`src/rtl/hilo_muldiv_seq.sv`:
```
// rtl/hilo_muldiv_seq.sv - multi-cycle radix-2 multiply / restoring divide sequencer for Hi/Lo
// Iterates on operand magnitudes for DATA_W cycles, then spends one cycle on sign fix-up.
module hilo_muldiv_seq #(
   parameter int DATA_W = 32
) (
   input  logic                  Clk,
   input  logic                  Rst_n,
   input  logic                  Start,
   input  logic [2:0]            Op,
   input  logic [DATA_W-1:0]     A,
   input  logic [DATA_W-1:0]     B,
   input  logic                  Flush,
   output logic                  Busy,
   output logic                  Done,
   output logic [3:0]            HiLoEnable,
   output logic [2*DATA_W-1:0]   Product
);

   localparam int CW = $clog2(DATA_W + 1);
   localparam logic [CW-1:0] LAST = CW'(DATA_W);

   typedef enum logic [1:0] {
      S_IDLE,
      S_CALC,
      S_WRITE
   } state_t;

   state_t state, state_nxt;

   logic [2:0]            op_q;
   logic [DATA_W-1:0]     a_q;
   logic [DATA_W-1:0]     ma_q;
   logic [DATA_W-1:0]     mb_q;
   logic                  neg_q;
   logic                  rneg_q;
   logic                  div_q;
   logic [CW-1:0]         cnt;
   logic [2*DATA_W-1:0]   acc;
   logic [2*DATA_W-1:0]   prod_q;

   logic                  accept;
   logic                  in_sgn;
   logic                  in_div;
   logic [DATA_W-1:0]     in_ma;
   logic [DATA_W-1:0]     in_mb;
   logic [DATA_W:0]       mul_sum;
   logic [DATA_W:0]       div_shift;
   logic [DATA_W:0]       div_diff;
   logic [2*DATA_W-1:0]   acc_iter;
   logic [2*DATA_W-1:0]   acc_fix;
   logic [DATA_W-1:0]     rem;
   logic [DATA_W-1:0]     quot;
   logic [3:0]            code;

   function automatic logic [DATA_W-1:0] mag(input logic [DATA_W-1:0] v, input logic sgn);
      return (sgn && v[DATA_W-1]) ? -v : v;
   endfunction

   always_ff @(posedge Clk or negedge Rst_n) begin
      if (!Rst_n) begin
         state <= S_IDLE;
      end else begin
         state <= state_nxt;
      end
   end

   always_comb begin
      state_nxt = state;
      accept    = 1'b0;
      case (state)
         S_IDLE: begin
            if (Start && !Flush && (Op <= 3'd5)) begin
               accept    = 1'b1;
               state_nxt = S_CALC;
            end
         end
         S_CALC: begin
            if (Flush) begin
               state_nxt = S_IDLE;
            end else if (cnt == LAST) begin
               state_nxt = S_WRITE;
            end
         end
         S_WRITE: begin
            state_nxt = S_IDLE;
         end
         default: begin
            state_nxt = S_IDLE;
         end
      endcase
   end

   always_comb begin
      in_sgn = (Op == 3'd0) || (Op == 3'd2) || (Op == 3'd4) || (Op == 3'd5);
      in_div = (Op == 3'd2) || (Op == 3'd3);
      in_ma  = mag(A, in_sgn);
      in_mb  = mag(B, in_sgn);
   end

   // One shift-add or one restore step; acc holds {hi,lo} or {rem,quot}.
   always_comb begin
      mul_sum   = {1'b0, acc[2*DATA_W-1:DATA_W]} + {1'b0, ma_q};
      div_shift = {acc[2*DATA_W-1:DATA_W], acc[DATA_W-1]};
      div_diff  = div_shift - {1'b0, mb_q};
      acc_iter  = '0;
      if (div_q) begin
         if (!div_diff[DATA_W]) begin
            acc_iter = {div_diff[DATA_W-1:0], acc[DATA_W-2:0], 1'b1};
         end else begin
            acc_iter = {div_shift[DATA_W-1:0], acc[DATA_W-2:0], 1'b0};
         end
      end else begin
         if (acc[0]) begin
            acc_iter = {mul_sum, acc[DATA_W-1:1]};
         end else begin
            acc_iter = {1'b0, acc[2*DATA_W-1:1]};
         end
      end
   end

   always_comb begin
      rem     = acc[2*DATA_W-1:DATA_W];
      quot    = acc[DATA_W-1:0];
      acc_fix = acc;
      if (div_q) begin
         if (mb_q == '0) begin
            acc_fix = {a_q, {DATA_W{1'b1}}};
         end else begin
            acc_fix = {(rneg_q ? -rem : rem), (neg_q ? -quot : quot)};
         end
      end else if (neg_q) begin
         acc_fix = -acc;
      end
   end

   always_ff @(posedge Clk or negedge Rst_n) begin
      if (!Rst_n) begin
         op_q   <= '0;
         a_q    <= '0;
         ma_q   <= '0;
         mb_q   <= '0;
         neg_q  <= 1'b0;
         rneg_q <= 1'b0;
         div_q  <= 1'b0;
         cnt    <= '0;
         acc    <= '0;
         prod_q <= '0;
      end else begin
         if (accept) begin
            op_q   <= Op;
            a_q    <= A;
            ma_q   <= in_ma;
            mb_q   <= in_mb;
            neg_q  <= in_sgn & (A[DATA_W-1] ^ B[DATA_W-1]);
            rneg_q <= in_sgn & A[DATA_W-1];
            div_q  <= in_div;
            cnt    <= '0;
            acc    <= in_div ? {{DATA_W{1'b0}}, in_ma} : {{DATA_W{1'b0}}, in_mb};
         end else if (state == S_CALC && !Flush) begin
            if (cnt != LAST) begin
               acc <= acc_iter;
               cnt <= cnt + 1'b1;
            end else begin
               acc <= acc_fix;
            end
         end
         // A flushed write never becomes the held value.
         if (state == S_WRITE && !Flush) begin
            prod_q <= acc;
         end
      end
   end

   always_comb begin
      case (op_q)
         3'd0, 3'd1: code = 4'd1;
         3'd2, 3'd3: code = 4'd3;
         3'd4:       code = 4'd4;
         3'd5:       code = 4'd5;
         default:    code = 4'd0;
      endcase
   end

   always_comb begin
      Busy       = (state != S_IDLE);
      Done       = (state == S_WRITE) && !Flush;
      HiLoEnable = Done ? code : 4'd0;
      Product    = (state == S_WRITE) ? acc : prod_q;
   end

endmodule

```
`config.mk`:
```
export PLATFORM = sky130hd
export DESIGN_NAME = hilo_muldiv_seq
export DESIGN_NICKNAME = d
export VERILOG_FILES = /design/src/rtl/hilo_muldiv_seq.sv
export SDC_FILE = /design/constraint.sdc
export NUM_CORES = 1
export LEC_CHECK = 0
export CORE_MARGIN = 2
export CORE_UTILIZATION = 40
export DETAILED_ROUTE_END_ITERATION = 7
export PLACE_DENSITY = 0.68
export SLEW_MARGIN = 30
export SYNTH_ARGS = -nofsm -noshare
export SYNTH_HDL_FRONTEND = slang
export SYNTH_SLANG_ARGS = --single-unit
export TNS_END_PERCENT = 30
```
`constraint.sdc`:
```
create_clock -name Clk -period 4.5 [get_ports Clk]
set_input_delay 1.35 -clock Clk [delete_from_list [all_inputs] [get_ports Clk]]
set_output_delay 1.35 -clock Clk [all_outputs]
set_load 0.02 [all_outputs]
```
==> impl_metrics.env <==
export IMPL_syn_nets=2558
export IMPL_met1_usage=0.388
export IMPL_tightest_slew_ns=0.943
export IMPL_grt_pass1_wl_microns=116000
export IMPL_finClkSkew_ns=0.0254
export IMPL_gr_usage_met2=0.482
export IMPL_leakage_nw=10.2
export IMPL_ctsHoldBuffers=0
export IMPL_wire_per_inst_microns=24.1
export IMPL_outcome="complete, no violations"
export IMPL_ys_ff_latch=237
export IMPL_grt_max_degree=92
export IMPL_hold_class="flop to flop"
export IMPL_pre_cts_slack_ns=-0.214
export IMPL_detail_route_antenna_nets=0
export IMPL_fin_ws_ns=0.232
export IMPL_finalCritPeriodShare=0.949
export IMPL_grt_usage=0.305
export IMPL_final_area_sq_um=22900
export IMPL_start_util=0.402
export IMPL_vias=19600
export IMPL_cts_tree="built"
export IMPL_vdd_ir_drop_worst_uv=329
export IMPL_regArea_sq_um=5930
export IMPL_slew_limit_headroom=0.369
export IMPL_dpl_cell_count=3143
export IMPL_ys_types=78
export IMPL_arrival_ns=2.92
export IMPL_final_hold_viol_count=0
export IMPL_multi_input_area_sq_um=12200
export IMPL_place_hpwl_microns=58900
export IMPL_avgSynthCellArea_sq_um=7.91
export IMPL_synth_top_area_share=0.311
export IMPL_cts_repair_resized=0
export IMPL_worstSetupPathType="input pin to output pin"
export IMPL_critPathMaxFanout=6
export IMPL_drcViolationCount=0
export IMPL_drive_above_1_share=0.135
export IMPL_die_w_microns=222
export IMPL_end_kind="output pin"
export IMPL_synth_compound_area_share=0.227
export IMPL_path_clk_slew_ns=0.06
export IMPL_cts_sinks=237
export IMPL_cap_violations=0
export IMPL_top_usage_layer="met2"
export IMPL_htree_num_levels=1
export IMPL_clock_fmax_mhz=234
export IMPL_slew_viol_final=0
export IMPL_synthAdderAreaFrac=0.0480
export IMPL_synthMuxAreaShare=0.0931
export IMPL_ys_seq_area_frac=0.311
export IMPL_routed_via_density=6.13
export IMPL_dieHeight_microns=222
export IMPL_core_area_sq_um=47400
export IMPL_clock_path_buffers=3
export IMPL_synth_edff_count=0
export IMPL_fin_crit_ns=4.27
export IMPL_dr_first_iter_drc_count=2167
export IMPL_final_nets=2701
export IMPL_grt_pass1_vias=18900
export IMPL_cts_buffers=28
export IMPL_die_area_sq_um=49500
export IMPL_cts_root_buf="clkbuf_16"
export IMPL_dr_pass1_iters=6
export IMPL_antenna_found_initial=2
export IMPL_syn_to_final_growth_pct=19.8
export IMPL_io_buffers=139
export IMPL_finalWirelength_microns=76800
export IMPL_synth_top_area_cell="dfrtp_1"
export IMPL_io_pins=141
export IMPL_synthFlopType="dfrtp_1"
export IMPL_rsz0062_at_grt="no"
export IMPL_placementRows=80
export IMPL_required_ns=3.15
export IMPL_worstSkewPairLatency_ns=0.60
export IMPL_p_per_area_nw_per_um2=592
export IMPL_dpl_cell_area_sq_um=21800
export IMPL_syn_area_sq_um=19100
export IMPL_post_route_util=0.482
export IMPL_netlist_instances=2415
export IMPL_synth_top_family_by_area="compound AO/OA/AOI/OAI gates"
export IMPL_async_flop_share=1.00
export IMPL_fillers=4626
export IMPL_synth_simple_gate_area_frac=0.203
export IMPL_synth_area_leaders="dfrtp_1 31%, nand2_1 7.3%, mux2_2 6.8%"
export IMPL_startpoint_type="input pin"
export IMPL_setup_violations=0
export IMPL_gp_congestion=0.971
export IMPL_finalPower_w=0.0135
export IMPL_postCtsSetupBuffers=0
export IMPL_grtUsageMet3=0.0536
export IMPL_stdcell_count=3193
export IMPL_grt_overflow=0
export IMPL_ys_warn_count=0
export IMPL_yosys_area_share_xor_xnor=0.0674
[final cells by class]
cell class	instances	share of cell area
Timing Repair Buffer	287	0.112
Inverter	83	0.0136
Tap cell	615	0.0336
Clock inverter	13	0.0129
Clock buffer	36	0.0333
Multi-Input combinational cell	1921	0.535
Antenna cell	1	0.000109
Sequential cell	237	0.260
[through the flow]
step                TNS [ns]  hold WS (ns)
finish                     0         0.479
global route               0         0.493
CTS                        0         0.483
global placement      -0.258         0.461
floorplan                  0         0.440
detailed placement    -0.398         0.467
[Yosys cell counts (all sizes together), types with 10 or more instances]
master,number
a31oi,34
dfrtp,237
o31ai,14
o21ai,210
nand2,371
buf,19
a211oi,22
or2,10
inv,82
a211o,15
xor2,56
mux2i,47
a21o,36
nand4,16
and3,12
o41ai,10
and2,14
o22ai,14
a32oi,14
nand2b,24
o221ai,10
o211ai,39
ha,70
nand3,51
or3,23
a21oi,185
nor3,56
or4,14
nor2,189
xnor2,91
clkbuf,155
nor4,33
mux2,116
a22oi,12
[routing by layer]
metal  part of all wire  vias up
met5            0.00017        -
met4              0.071        2
met3              0.078      229
met2               0.45      848
met1               0.40     9541
li1                   -     8951
[layout by cell type (no fill, tap or decap), types with 9 or more instances in the layout]
cell             count
nand3_1             50
a21o_1              36
o221ai_1            10
a211oi_1            22
ha_1                70
xnor2_1             89
clkbuf_16           28
nand2b_1            23
a21oi_1            185
dfrtp_1            236
mux2_2             116
o211ai_1            39
o21a_1               9
a22oi_1             12
and3_1              11
a31oi_1             34
nor3_1              54
mux2i_1             47
xor2_1              56
clkdlybuf4s50_1    138
a32oi_1             14
o41ai_1             10
and2_1              13
nor4_1              29
nand2_1            371
nor2_1             188
a221oi_1             9
or3_1               23
inv_1               82
o31ai_1             13
nand4_1             16
buf_4              144
or4_1               11
a211o_1             15
o21ai_0            208
o22ai_1             14
[critical path, stage by stage]
cell and delay [ns]:
clkdlybuf4s50_1 0.44, or2_4 0.29, nor3b_1 0.20, clkdlybuf4s50_1 0.64
[worst paths after layout]
kind / from / end / slack [ns] / cells past startpoint
max in group asynchronous: Rst_n / ma_q[25]$_DFFE_PN0P_ / 2.76 / 2
worst min-delay path: prod_q[55]$_DFFE_PN0P_ / prod_q[55]$_DFFE_PN0P_ / 0.48 / 2
worst max register to register: acc[31]$_DFFE_PN0P_ / acc[36]$_DFFE_PN0P_ / 0.44 / 13
min in group asynchronous: Rst_n / prod_q[6]$_DFFE_PN0P_ / 0.73 / 1
worst min register to register: prod_q[55]$_DFFE_PN0P_ / prod_q[55]$_DFFE_PN0P_ / 0.48 / 2
worst max-delay path: Flush / HiLoEnable[1] / 0.23 / 4
[cells by family after synthesis]
group,Yosys count
mux,163
xor+xnor,147
fa+ha+maj,72
flops,237
simple gates,846
other cells,1
buf+inv,257
compound gates,692
[registers in the layout, indices dropped and copies added, names as in the netlist]
name / cells
neg_q: 1
rneg_q: 1
mb_q: 32
ma_q: 31
op_q: 3
div_q: 1
cnt: 6
a_q: 32
prod_q: 64
acc: 64
state: 2
[power by group]
group | total, W | switching [W] | internal [W]
registers | 0.00340 | 0.000817 | 0.00258
clock network | 0.00265 | 0.00100 | 0.00165
logic | 0.00748 | 0.00458 | 0.00290
No activity file was read; power rests on OpenSTA's default activity.
